### src/rtl/nco_i2c_master.sv
// Write-only I2C master: START, {SLAVE_ADDR,W}, register address, DATA_BYTES payload
// bytes MSB-first, STOP. Open-drain enables, with slave clock stretching honoured.
module nco_i2c_master #(
    parameter int unsigned CLK_DIV    = 184,
    parameter logic [6:0]  SLAVE_ADDR = 7'h20,
    parameter int unsigned DATA_BYTES = 4
) (
    input  logic        AD9866clk,
    input  logic        extreset,
    input  logic        start,
    input  logic [7:0]  reg_addr,
    input  logic [31:0] wr_data,
    output logic        busy,
    output logic        done,
    output logic        ack_err,
    output logic        scl_oe,
    output logic        sda_oe,
    input  logic        scl_i,
    input  logic        sda_i
);

    localparam logic [9:0] QEND      = 10'(CLK_DIV - 1);
    localparam logic [2:0] LAST_BYTE = 3'(DATA_BYTES + 1);
    localparam int         TOP_BIT   = 8 * DATA_BYTES - 1;

    typedef enum logic [2:0] {
        ST_IDLE  = 3'd0,
        ST_START = 3'd1,
        ST_BIT   = 3'd2,
        ST_ACK   = 3'd3,
        ST_STOP  = 3'd4,
        ST_DONE  = 3'd5
    } state_t;

    state_t      state_r, state_n;
    logic [1:0]  quarter_r, quarter_n;
    logic [9:0]  qcnt_r, qcnt_n;
    logic [2:0]  bit_cnt_r, bit_cnt_n;
    logic [2:0]  byte_cnt_r, byte_cnt_n;
    logic [7:0]  shift_r, shift_n;
    logic [7:0]  reg_addr_r, reg_addr_n;
    logic [31:0] payload_r, payload_n;
    logic        ack_err_r, ack_err_n;
    logic        busy_r, done_r, scl_oe_r, sda_oe_r;
    logic        stretch_s, hold_s, tick_s;
    logic [1:0]  drive_s;

    // Line drive per state/quarter, encoded as {scl_oe, sda_oe}.
    function automatic logic [1:0] bus_drive(input state_t st, input logic [1:0] q, input logic bit_v);
        logic [1:0] d;
        case (st)
            ST_START: begin
                case (q)
                    2'd0:    d = 2'b00;
                    2'd1:    d = 2'b01;
                    2'd2:    d = 2'b01;
                    default: d = 2'b11;
                endcase
            end
            ST_BIT:  d = {~q[1], ~bit_v};
            ST_ACK:  d = {~q[1], 1'b0};
            ST_STOP: begin
                case (q)
                    2'd0:    d = 2'b11;
                    2'd1:    d = 2'b01;
                    default: d = 2'b00;
                endcase
            end
            default: d = 2'b00;
        endcase
        return d;
    endfunction

    // Quarter timer, byte/bit sequencing and next-state selection.
    always_comb begin
        state_n    = state_r;
        quarter_n  = quarter_r;
        qcnt_n     = qcnt_r;
        bit_cnt_n  = bit_cnt_r;
        byte_cnt_n = byte_cnt_r;
        shift_n    = shift_r;
        reg_addr_n = reg_addr_r;
        payload_n  = payload_r;
        ack_err_n  = ack_err_r;

        // The timer is frozen at zero while a released SCL is still held low by the slave.
        stretch_s = (((state_r == ST_BIT) || (state_r == ST_ACK)) && (quarter_r == 2'd2)) ||
                    ((state_r == ST_STOP) && (quarter_r == 2'd1));
        hold_s    = stretch_s && !scl_i;
        tick_s    = (qcnt_r == QEND) && !hold_s;

        if ((state_r == ST_IDLE) || (state_r == ST_DONE) || hold_s || tick_s) begin
            qcnt_n = 10'd0;
        end else begin
            qcnt_n = qcnt_r + 10'd1;
        end

        case (state_r)
            ST_IDLE: begin
                if (start) begin
                    state_n    = ST_START;
                    quarter_n  = 2'd0;
                    shift_n    = {SLAVE_ADDR, 1'b0};
                    bit_cnt_n  = 3'd7;
                    byte_cnt_n = 3'd0;
                    reg_addr_n = reg_addr;
                    payload_n  = wr_data;
                    ack_err_n  = 1'b0;
                end else begin
                    quarter_n = 2'd0;
                end
            end
            ST_START: begin
                if (tick_s) begin
                    quarter_n = quarter_r + 2'd1;
                    state_n   = (quarter_r == 2'd3) ? ST_BIT : ST_START;
                end else begin
                    quarter_n = quarter_r;
                end
            end
            ST_BIT: begin
                if (tick_s && (quarter_r == 2'd3)) begin
                    quarter_n = 2'd0;
                    if (bit_cnt_r == 3'd0) begin
                        state_n = ST_ACK;
                    end else begin
                        bit_cnt_n = bit_cnt_r - 3'd1;
                        shift_n   = {shift_r[6:0], 1'b0};
                    end
                end else if (tick_s) begin
                    quarter_n = quarter_r + 2'd1;
                end else begin
                    quarter_n = quarter_r;
                end
            end
            ST_ACK: begin
                if (tick_s && (quarter_r == 2'd3)) begin
                    quarter_n = 2'd0;
                    if (sda_i) begin
                        ack_err_n = 1'b1;
                        state_n   = ST_STOP;
                    end else if (byte_cnt_r == LAST_BYTE) begin
                        state_n = ST_STOP;
                    end else begin
                        state_n    = ST_BIT;
                        byte_cnt_n = byte_cnt_r + 3'd1;
                        bit_cnt_n  = 3'd7;
                        if (byte_cnt_r == 3'd0) begin
                            shift_n = reg_addr_r;
                        end else begin
                            shift_n   = payload_r[TOP_BIT -: 8];
                            payload_n = {payload_r[23:0], 8'h00};
                        end
                    end
                end else if (tick_s) begin
                    quarter_n = quarter_r + 2'd1;
                end else begin
                    quarter_n = quarter_r;
                end
            end
            ST_STOP: begin
                if (tick_s) begin
                    quarter_n = quarter_r + 2'd1;
                    state_n   = (quarter_r == 2'd3) ? ST_DONE : ST_STOP;
                end else begin
                    quarter_n = quarter_r;
                end
            end
            ST_DONE: state_n = ST_IDLE;
            default: state_n = ST_IDLE;
        endcase

        drive_s = bus_drive(state_n, quarter_n, shift_n[7]);
    end

    // State and registered outputs; reset releases both lines immediately.
    always_ff @(posedge AD9866clk or negedge extreset) begin
        if (!extreset) begin
            state_r    <= ST_IDLE;
            quarter_r  <= 2'd0;
            qcnt_r     <= 10'd0;
            bit_cnt_r  <= 3'd0;
            byte_cnt_r <= 3'd0;
            shift_r    <= 8'h00;
            reg_addr_r <= 8'h00;
            payload_r  <= 32'h0000_0000;
            ack_err_r  <= 1'b0;
            busy_r     <= 1'b0;
            done_r     <= 1'b0;
            scl_oe_r   <= 1'b0;
            sda_oe_r   <= 1'b0;
        end else begin
            state_r    <= state_n;
            quarter_r  <= quarter_n;
            qcnt_r     <= qcnt_n;
            bit_cnt_r  <= bit_cnt_n;
            byte_cnt_r <= byte_cnt_n;
            shift_r    <= shift_n;
            reg_addr_r <= reg_addr_n;
            payload_r  <= payload_n;
            ack_err_r  <= ack_err_n;
            busy_r     <= (state_n != ST_IDLE) && (state_n != ST_DONE);
            done_r     <= (state_n == ST_DONE);
            scl_oe_r   <= drive_s[1];
            sda_oe_r   <= drive_s[0];
        end
    end

    assign busy    = busy_r;
    assign done    = done_r;
    assign ack_err = ack_err_r;
    assign scl_oe  = scl_oe_r;
    assign sda_oe  = sda_oe_r;

endmodule

### config.mk
export PLATFORM = sky130hd
export DESIGN_NAME = nco_i2c_master
export DESIGN_NICKNAME = d
export VERILOG_FILES = /design/src/rtl/nco_i2c_master.sv
export SDC_FILE = /design/constraint.sdc
export NUM_CORES = 1
export LEC_CHECK = 0
export BUFFER_PORTS_ARGS = -buffer_cell sky130_fd_sc_hd__buf_2
export CAP_MARGIN = 25
export CORE_ASPECT_RATIO = 1.1
export CORE_MARGIN = 3
export CORE_UTILIZATION = 42
export DETAILED_ROUTE_END_ITERATION = 6
export GPL_ROUTABILITY_DRIVEN = 0
export HOLD_SLACK_MARGIN = 0.08
export PLACE_DENSITY_LB_ADDON = 0.08
export SETUP_SLACK_MARGIN = 0.15
export SYNTH_ARGS = -nofsm -noshare
export SYNTH_HDL_FRONTEND = slang
export SYNTH_SLANG_ARGS = --single-unit
### constraint.sdc
create_clock -name AD9866clk -period 5 [get_ports AD9866clk]
set_input_delay 1.5 -clock AD9866clk [delete_from_list [all_inputs] [get_ports AD9866clk]]
set_output_delay 1.5 -clock AD9866clk [all_outputs]
set_load 0.03 [all_outputs]
== Word-level counts from Yosys, hierarchy flattened ==
Index checks and enable logic that the tools add are counted.

* Output and inout bits: 5
* Word-level logic and storage cells: 122
* Register bits: 74
* Input bits: 45

* Bitwise operators: 2
* $add $sub $neg: 4
* Equal/unequal tests: 26
* Reduce and logical (&&, ||, !) cells: 28
* Mux-type cells: 48

{| class="wikitable"
|+ Operator list
! cell !! number
|-
| 2-to-1 mux 32 bit || 5
|-
| one-hot mux 32 bit (2 select lines) || 1
|-
| 2-to-1 mux 8 bit || 7
|-
| 2-to-1 mux 3 bit || 18
|-
| one-hot mux 8 bit (3 select lines) || 1
|-
| == test 3 bit (second input constant) || 5
|-
| one-hot mux 3 bit (5 select lines) || 1
|-
| == test 3 x 2 -> 1 bit (second input constant) || 4
|-
| inequality test 2 bit (second input constant) || 6
|-
| adder 10 x 1 -> 10 bit (second input constant) || 1
|-
| == test 10 x 8 -> 1 bit (second input constant) || 1
|-
| 2-to-1 mux 10 bit || 1
|-
| logical NOT 3 bit || 3
|-
| one-hot mux 3 bit (3 select lines) || 1
|-
| one-hot mux 2 bit (2 select lines) || 2
|-
| one-hot mux 2 bit (4 select lines) || 1
|-
| AND reduction 7 bit || 1
|-
| == test 2 bit (second input constant) || 3
|-
| == test 3 x 1 -> 1 bit (second input constant) || 2
|-
| logical AND 1 bit || 6
|-
| 2-to-1 mux 2 bit || 3
|-
| one-hot mux 2 bit (3 select lines) || 1
|-
| one-hot mux 3 bit (2 select lines) || 1
|-
| AND reduction 6 bit || 1
|-
| other kinds (18) || 32
|}

== Depth between registers and ports, before layout ==
Gate-level depths: netlist (run 1).

* Depth after elaboration: 14
* Mapped depth: 10

== Worst setup path after synthesis (run 1) ==
No wires, ideal clock.

* Kind: input -> register
* Start: input port sda_i
* End: register sda_oe_r, in the netlist sda_oe
* Data arrival time: 3,019 ps
* Setup slack: 1,901 ps
* Setup time: 80 ps
* Stages on the path: 6
* Path through: a21o_1 > a211oi_1 > a311oi_1 > a221o_1 > or4_4 > o211ai_2

* Cells in the longest elaborated chain, start to end: 5
* Elaborated cells on any way between the ends: 12
* Classes of those cells: eq/ne (4); mux (7); bitwise (1)

{| class="wikitable"
|+ RTL lines
! item !! line !! source
|-
| start, declared || 19 || <nowiki>input logic sda_i</nowiki>
|-
| 2-to-1 mux 8 bit || 139 || <nowiki>if (sda_i) begin</nowiki>
|-
| 2-to-1 mux 8 bit || 137 || <nowiki>if (tick_s && (quarter_r == 2'd3)) begin</nowiki>
|-
| one-hot mux 8 bit (3 select lines) || 98 || <nowiki>case (state_r)</nowiki>
|-
| named net shift_n[7] || 40 || <nowiki>logic [7:0] shift_r, shift_n;</nowiki>
|-
| inverter 1 bit || 60 || <nowiki>ST_BIT: d = {~q[1], ~bit_v};</nowiki>
|-
| one-hot mux 2 bit (4 select lines) || 51 || <nowiki>case (st)</nowiki>
|-
| named net drive_s[0] || 46 || <nowiki>logic [1:0] drive_s;</nowiki>
|-
| end signal, assigned || 205 || <nowiki>sda_oe_r <= drive_s[0];</nowiki>
|-
| end, declared || 44 || <nowiki>logic busy_r, done_r, scl_oe_r, sda_oe_r;</nowiki>
|}

The timed path passes the listed nets, and every way through them passes these cells. The select of a mux whose other input is x is not followed.
A chain may end at the register's enable or synchronous reset.

== Worst setup path in the final report (run 1) ==
Ends and elaborated chain as after synthesis.

==> results_dict.tcl, run 1 <==
set metrics [dict create \
    tritoncts "done" \
    crit_type "in2reg" \
    holdBufCountCts 0 \
    min_to "qcnt_r[0]" \
    ys_async_sr_fraction_pct 100 \
    pin_count 50 \
    r2r_setup_slack_ns 2.14 \
    synth_top_area_share_pct 50.2 \
    via_per_inst 5.45 \
    cts_buffers 9 \
    final.setup.tns_ns 0 \
    outcome "completed" \
    synth_cell_types 55 \
    core_um2 8450 \
    grt_max_degree 75 \
    worst-path-max-fanout 6 \
    vias 2788 \
    min_from "qcnt_r[0]" \
    r2r_end "payload_r[21]" \
    wl_per_cell_um 15.8 \
    fin_util_pct 50.5 \
    hpwlAfterDp_um 5580 \
    slew_headroom_pct 42.5 \
    synth.most_common_cell "dfrtp_1" \
    period_share_pct 59.9 \
    drt-total-wl_um 8100 \
    fmaxAchievable_mhz 334 \
    drc 0 \
    antenna_found_initial 0 \
    ys_warn_count 0 \
    drtIter0Drc 137 \
    die-area_um2 9950 \
    end_kind "register" \
    port_buffers 49 \
    yosys-top-cells-area "dfrtp_1, mux2i_1, o21ai_0" \
    grt_pass1_vias 2742 \
    initial_core_util_pct 43.7 \
    syn_to_final_growth_pct 15.6 \
    required_ns 5.27 \
    clkTransAtPathRegs_ns 0.08 \
    fin_nets 451 \
    synth-edff-count 0 \
    clock_latency_ns 0.35 \
    leakagePower_nw 2.12 \
    cts.htree.levels 3 \
    rows 35 \
    synth_top_area_cell "dfrtp_1" \
    vdd_drop_max_uv 144 \
    syn_nets 406 \
    tightest_slew_ns 0.860 \
    rsz0062_at_grt "no" \
    syn-cell-area_um2 3690 \
    ys.flop_type "dfrtp_1" \
    holdCritPathClass "reg2reg" \
    r2r_cells 7 \
    n_antenna_cell 0 \
    firstDrtPassIters 4 \
    drv_cap 0 \
    overflow 0 \
    grt.total_usage_pct 17.3 \
    chipWidth_um 95.4 \
    post_cts_buffers 0 \
    holdPathStages 1 \
    syn_inst 352 \
    p_per_area_nw_per_um2 327 \
    drtAntennaViolNets 0 \
    root_buffer "clkbuf_8" \
    grt_pass1_wl_um 13500 \
    yosys-top-cells-count "dfrtp_1, nand2_1, o21ai_0, mux2i_1, nor2_1" \
    finalClockSkew_ns 0.00874 \
    finalHoldViolCount 0 \
    cts.sinks 74 \
    hold_slack_ns 0.461 \
    cts_resized 0 \
    regToRegStartpoint "state_r[2]" \
    ys_ff_latch 74 \
    seq_area_frac_synth_pct 50.2 \
    slew_violations 0 \
    cp.arrival_ns 3.26 \
    post-route-min-period_ns 2.99 \
    cts.path.max_buffers 2 \
    die_h_um 104 \
    crit_path_start_kind "input pin" \
    finalSetupViolCount 0 \
    synth.avg_cell_area_um2 10.5 \
    drive_gt1_share_pct 21.7 \
]
-- flip-flops by register name (all words and copies together), names as in the netlist --
name and count:
scl_oe 1, quarter_r 2, ack_err 1, bit_cnt_r 3, shift_r 8, done 1
byte_cnt_r 3, busy 1, payload_r 32, sda_oe 1, qcnt_r 10, reg_addr_r 8
state_r 3
-- logic make-up after synthesis --
group                    share of synthesized area (%)
flip-flops                                        50.2
XOR/XNOR                                          2.61
AO/OA/AOI/OAI                                     13.7
adder cells (fa/ha/maj)                           3.05
multiplexers                                      11.7
buffers and inverters                             3.56
AND/OR/NAND/NOR                                   15.2
-- worst max-delay path by stage --
stage | depth (start not counted) | startpoint | endpoint
floorplan | 6 | sda_i | sda_oe
global placement | 7 | sda_i | sda_oe
detailed placement | 7 | sda_i | sda_oe
CTS | 6 | sda_i | payload_r[0]
global route | 7 | sda_i | payload_r[20]
finish | 7 | sda_i | sda_oe
-- layer usage --
layer / GRT usage [%] / share of wire (%)
met4: 6.81 / 1.2
met5: 0 / 0
met1: 24.4 / 46
met3: 3.55 / 5.4
met2: 25.8 / 47
-- metrics by stage --
step           cell area, um^2  worst slack (ns)  instances  power (mW)
2_1_floorplan             3690              1.90        352       0.822
3_3_place_gp              4020              1.70        496       0.883
3_5_place_dp              4020              1.65        496       0.887
4_1_cts                   4240              2.03        511        1.41
5_1_grt                   4270              1.86        512        1.47
6_report                  4270              2.01        512        1.40
-- cells in the final DEF (no fill, tap or decap), types with 3 or more instances in the layout --
master    instances
nor3b_1           3
nand2_1          38
o21ai_0          35
nor2_1           26
nor3_1            5
a22o_1            8
xnor2_1           4
a22oi_1           5
buf_4             4
mux2_2            9
buf_2            48
and3_1            3
nand2b_1          3
mux2i_1          33
nand3_1           5
xor2_1            7
nand4_1           5
ha_1              9
inv_1            11
dfrtp_1          74
clkbuf_8         10
a21oi_1          10
-- report_power, final --
part | total (mW) | internal (mW) | switching, mW
clock network | 0.521 | 0.291 | 0.229
registers | 0.712 | 0.660 | 0.0521
logic | 0.164 | 0.0827 | 0.0809
total | 1.40 | 1.03 | 0.362
-- area by class of cell --
| class | count | area, um^2 |
|---|---|---|
| flip-flops and latches | 74 | 1850 |
| clock inverters | 5 | 78.8 |
| multi-input cells | 248 | 1720 |
| clock buffers | 10 | 138 |
| fillers | 788 | 4180 |
| well taps | 111 | 139 |
| repair buffers | 53 | 298 |
| inverters | 11 | 41.3 |
-- worst max-delay path, stage by stage --
cell and delay (ns):
buf_2 0.12, a21o_1 0.22, a211oi_1 0.37, a311oi_1 0.14, a221o_1 0.30, or4_4 0.52
o211ai_2 0.08
Power figures use the tool's default switching activity.
==> run 2, diff against run 1 <==
Clock period 5 ns to 3.1 ns, I/O delays scaled along.
==> run 2 against run 1 <==
Worst setup slack got worse by 1.4 ns. Sequential power rose by 62%. Non-clock buffer count rose by 7. Register-to-register slack got worse by 1.5 ns. Global-route usage rose by 0.11 points. Die area did not move. Clock power rose by 57%. Worst hold slack barely moved. Sequential share of layout area fell by 0.52 points. Via count fell by 1.1%. Largest cell class unchanged.
==> results_dict.tcl, run 2 (synthesized netlist as in run 1, its figures left out) <==
set metrics [dict create \
    drtIter0Drc 122 \
    overflow 0 \
    drv_cap 0 \
    outcome "completed" \
    clkTransAtPathRegs_ns 0.08 \
    layout_common_cells "dfrtp_1, buf_2, nand2_1, o21ai_0, mux2i_1" \
    largest_reg_flops 32 \
    die-area_um2 9950 \
    n_fill_cell 797 \
    clock_latency_ns 0.35 \
    multi_input_area_um2 1720 \
    finalPower_mw 2.23 \
    switchingPower_mw 0.578 \
    placed_cell_area_um2 4110 \
    crit_path_start_kind "register" \
    grt.total_usage_pct 17.4 \
    wl_per_cell_um 15.4 \
    dp_slack_ns 0.323 \
    vias 2757 \
    cts.path.max_buffers 2 \
    slew_violations 0 \
    worst-path-max-fanout 17 \
    min_from "qcnt_r[0]" \
    drt-total-wl_um 7990 \
    clkPwrFrac_pct 36.6 \
    rsz0062_at_grt "no" \
    required_ns 3.37 \
    port_buffers 49 \
    fmaxAchievable_mhz 406 \
    leakagePower_nw 2.15 \
    reg_top3 "payload_r (32), qcnt_r (10)" \
    vdd_drop_max_uv 249 \
    period_share_pct 79.5 \
    chipWidth_um 95.4 \
    crit_type "reg2reg" \
    final_area_um2 4320 \
    core_um2 8450 \
    final-seq-area_um2 1850 \
    final.setup.tns_ns 0 \
    grt_max_degree 57 \
    seq_power_share_pct 51.5 \
    initial_core_util_pct 43.7 \
    n_antenna_cell 0 \
    hpwlAfterDp_um 5750 \
    holdPathStages 1 \
    setup_ws_ns 0.634 \
    pin_count 50 \
    via_per_inst 5.30 \
    r2r_setup_slack_ns 0.63 \
    drc 0 \
    p_sw_share_pct 25.9 \
    die_h_um 104 \
    r2r_end "sda_oe" \
    cts_buffers 9 \
    layout_commonest_cell "dfrtp_1" \
    tritoncts "done" \
    slew_headroom_pct 43.7 \
    regToRegStartpoint "state_r[1]" \
    post-route-min-period_ns 2.47 \
    holdBufCountCts 0 \
    drtAntennaViolNets 0 \
    finalClockSkew_ns 0.00905 \
    finalHoldViolCount 0 \
    holdCritPathClass "reg2reg" \
    p_per_area_nw_per_um2 516 \
    cts_resized 0 \
    grt_pass1_wl_um 13600 \
    rows 35 \
    finalSetupViolCount 0 \
    cp.arrival_ns 2.73 \
    r2r_cells 6 \
    cts.htree.levels 3 \
    firstDrtPassIters 4 \
    syn_to_final_growth_pct 17.0 \
    top_register "payload_r" \
    post_cts_buffers 0 \
    p_int_mw 1.65 \
    drive_gt1_share_pct 22.7 \
    cts.sinks 74 \
    antenna_found_initial 0 \
    p_comb_share_pct 11.9 \
    min_to "qcnt_r[0]" \
    fin_nets 458 \
    root_buffer "clkbuf_8" \
    tightest_slew_ns 0.844 \
    grt_pass1_vias 2812 \
    end_kind "register" \
    fin_util_pct 51.1 \
]
==> run 2: cell count changes in the layout (fill, tap and decap cells not counted) <==
cell and delta:
clkbuf_8 -1, clkbuf_1 +2, buf_16 -1, buf_12 +2, buf_4 +6
==> run 2: stage by stage <==
stage | hold slack [ns] | std cells
CTS | 0.462 | 520
floorplan | 0.433 | 352
finish | 0.461 | 520
global route | 0.503 | 520
detailed placement | 0.452 | 504
global placement | 0.452 | 504
==> run 2: per-layer routing <==
layer	track usage (%)	vias up	share of wire, %
li1	-	1361	-
met1	24.6	1316	46
met2	25.3	66	47
met3	4.85	14	4.9
met4	6.30	0	1.8
met5	0	-	0
==> run 2: area by class of cell <==
class / count / area share, %
Clock buffer: 11 / 3.04
Sequential cell: 74 / 42.9
Clock inverter: 5 / 1.83
Timing Repair Buffer: 60 / 8.23
Inverter: 11 / 0.956
Multi-Input combinational cell: 248 / 39.9
Tap cell: 111 / 3.22
==> run 2: how the worst max path moves through the flow <==
stage	from	to	cells after the start
floorplan	sda_i	sda_oe	6
global placement	sda_i	sda_oe	7
detailed placement	sda_i	sda_oe	7
CTS	state_r[1]	sda_oe	6
global route	state_r[1]	shift_r[2]	7
finish	state_r[1]	sda_oe	6
==> run 2: power by group through the flow <==
stage | Combinational [mW] | Clock [mW] | Sequential, mW
CTS | 0.269 | 0.838 | 1.15
global route | 0.308 | 0.885 | 1.17
floorplan | 0.180 | 0 | 1.15
detailed placement | 0.268 | 0 | 1.17
finish | 0.265 | 0.816 | 1.15
global placement | 0.262 | 0 | 1.16
==> run 2: worst max-delay path, cell delays in order, from the launching register on <==
cell	delay, ns
dfrtp_1	0.67
nand3b_1	0.20
a21oi_2	0.36
nor3_1	0.22
a221o_1	0.35
or4_4	0.52
o211ai_2	0.08
==> run 3, diff against run 2 <==
Clock period 3.1 ns to 2.5 ns, I/O delays scaled along.
==> run 3 against run 2 <==
Die area did not move. Final cell count rose by 2.3%. Via count rose by 1.5%. Sequential cell count did not move. Critical path type unchanged.
==> results_dict.tcl, run 3 (synthesized netlist as in run 1, its figures left out) <==
set metrics [dict create \
    setup_ws_ns 0.241 \
    top_register "payload_r" \
    holdCritPathClass "in2async" \
    p_int_mw 1.99 \
    final_area_um2 4460 \
    fin_util_pct 52.7 \
    grt.total_usage_pct 17.6 \
    grt-busiest-layer "met2" \
    grt_max_degree 57 \
    n_fill_cell 764 \
    final.setup.tns_ns 0 \
    chipWidth_um 95.4 \
    die_h_um 104 \
    layout_commonest_cell "dfrtp_1" \
    seq_power_share_pct 52.3 \
    outcome "completed" \
    switchingPower_mw 0.732 \
    via_per_inst 5.26 \
    holdBufCountCts 0 \
    initial_core_util_pct 43.7 \
    overflow 0 \
    end_kind "register" \
    clkTransAtPathRegs_ns 0.08 \
    drt-total-wl_um 8350 \
    antenna_found_initial 0 \
    port_buffers 49 \
    use_met1_pct 24.5 \
    dp_slack_ns 0.0514 \
    slew_violations 0 \
    tritoncts "done" \
    r2r_setup_slack_ns 0.24 \
    rsz0062_at_grt "no" \
    cts.sinks 74 \
    grt_use_met2_pct 26.7 \
    vias 2798 \
    drv_cap 0 \
    worst-path-max-fanout 9 \
    multi_input_area_um2 1770 \
    core_um2 8450 \
    p_comb_share_pct 12.5 \
    drtAntennaViolNets 0 \
    drtIter0Drc 76 \
    grt_pass1_wl_um 13700 \
    fmaxAchievable_mhz 443 \
    slew_headroom_pct 42.8 \
    cts_buffers 9 \
    r2r_cells 9 \
    rows 35 \
    layout_common_cells "dfrtp_1, buf_2, nand2_1, o21ai_0, mux2i_1" \
    fin_nets 470 \
    crit_path_start_kind "register" \
    wl_per_cell_um 15.7 \
    crit_type "reg2reg" \
    vdd_drop_max_uv 330 \
    largest_reg_flops 32 \
    finalSetupViolCount 0 \
    placed_cell_area_um2 4180 \
    gr-usage-met3_pct 3.33 \
    grt_pass1_vias 2805 \
    clock_latency_ns 0.35 \
    firstDrtPassIters 4 \
    reg_top3 "payload_r (32), qcnt_r (10)" \
    p_per_area_nw_per_um2 610 \
    hold_slack_ns 0.296 \
    leakagePower_nw 2.19 \
    drc 0 \
    die-area_um2 9950 \
    p_sw_share_pct 26.9 \
    cp.arrival_ns 2.52 \
    hpwlAfterDp_um 5780 \
    crit_start "quarter_r[0]" \
    clkPwrFrac_pct 35.1 \
    syn_to_final_growth_pct 20.8 \
    finalClockSkew_ns 0.0147 \
    required_ns 2.76 \
    final-seq-area_um2 1860 \
    pin_count 50 \
    drive_gt1_share_pct 27.8 \
    period_share_pct 90.4 \
    cts.htree.levels 3 \
    r2r_end "sda_oe" \
    tightest_slew_ns 0.858 \
    root_buffer "clkbuf_8" \
    n_antenna_cell 0 \
    cts.path.max_buffers 2 \
    finalHoldViolCount 0 \
    regToRegStartpoint "quarter_r[0]" \
    post-route-min-period_ns 2.26 \
]
==> run 3: timing repair <==
item                                    CTS  global route
buffers inserted                          0             2
endpoints found under the setup margin    0             4
resized for setup                         0            16
==> run 3: worst max-delay path by stage <==
stage              to  depth (start not counted)
2_1_floorplan  sda_oe                          6
3_3_place_gp   sda_oe                          7
3_5_place_dp   sda_oe                          7
4_1_cts        sda_oe                          6
5_1_grt        scl_oe                          7
6_report       sda_oe                          9
==> run 3: critical path, cell delays in order, from the launching register on <==
cell,delay (ns)
dfrtp_2,0.45
buf_4,0.16
ha_4,0.16
nand4bb_4,0.10
a21o_1,0.16
buf_4,0.17
a311oi_1,0.09
a221o_1,0.29
or4_4,0.52
o211ai_2,0.08
==> run 3: area by class of cell <==
type / count / share of cell area [%]
inverter: 11 / 0.926
multi-input combinational: 248 / 39.7
clock buffer: 11 / 3.17
tap: 111 / 3.12
clock inverter: 5 / 1.38
sequential: 74 / 41.6
timing repair buffer: 72 / 10.1
==> run 3: through the flow <==
| stage | std cells | total power [mW] |
|---|---|---|
| finish | 532 | 2.72 |
| global route | 532 | 2.87 |
| CTS | 530 | 2.74 |
| detailed placement | 514 | 1.78 |
| global placement | 514 | 1.77 |
| floorplan | 352 | 1.64 |
==> run 3: power by group through the flow <==
stage          clock network [mW]  registers, mW  logic (mW)
4_1_cts                     0.983           1.42       0.340
6_report                    0.955           1.42       0.340
5_1_grt                      1.03           1.45       0.391
3_5_place_dp                    0           1.45       0.338
3_3_place_gp                    0           1.44       0.329
2_1_floorplan                   0           1.42       0.223
==> run 3: metal layers <==
layer / wire [um] / up-vias / part of all wire (%)
met3: 333 / 13 / 4.0
met1: 3910 / 1336 / 47
li1: - / 1382 / -
met5: 0 / - / 0
met4: 144 / 0 / 1.7
met2: 3960 / 67 / 47
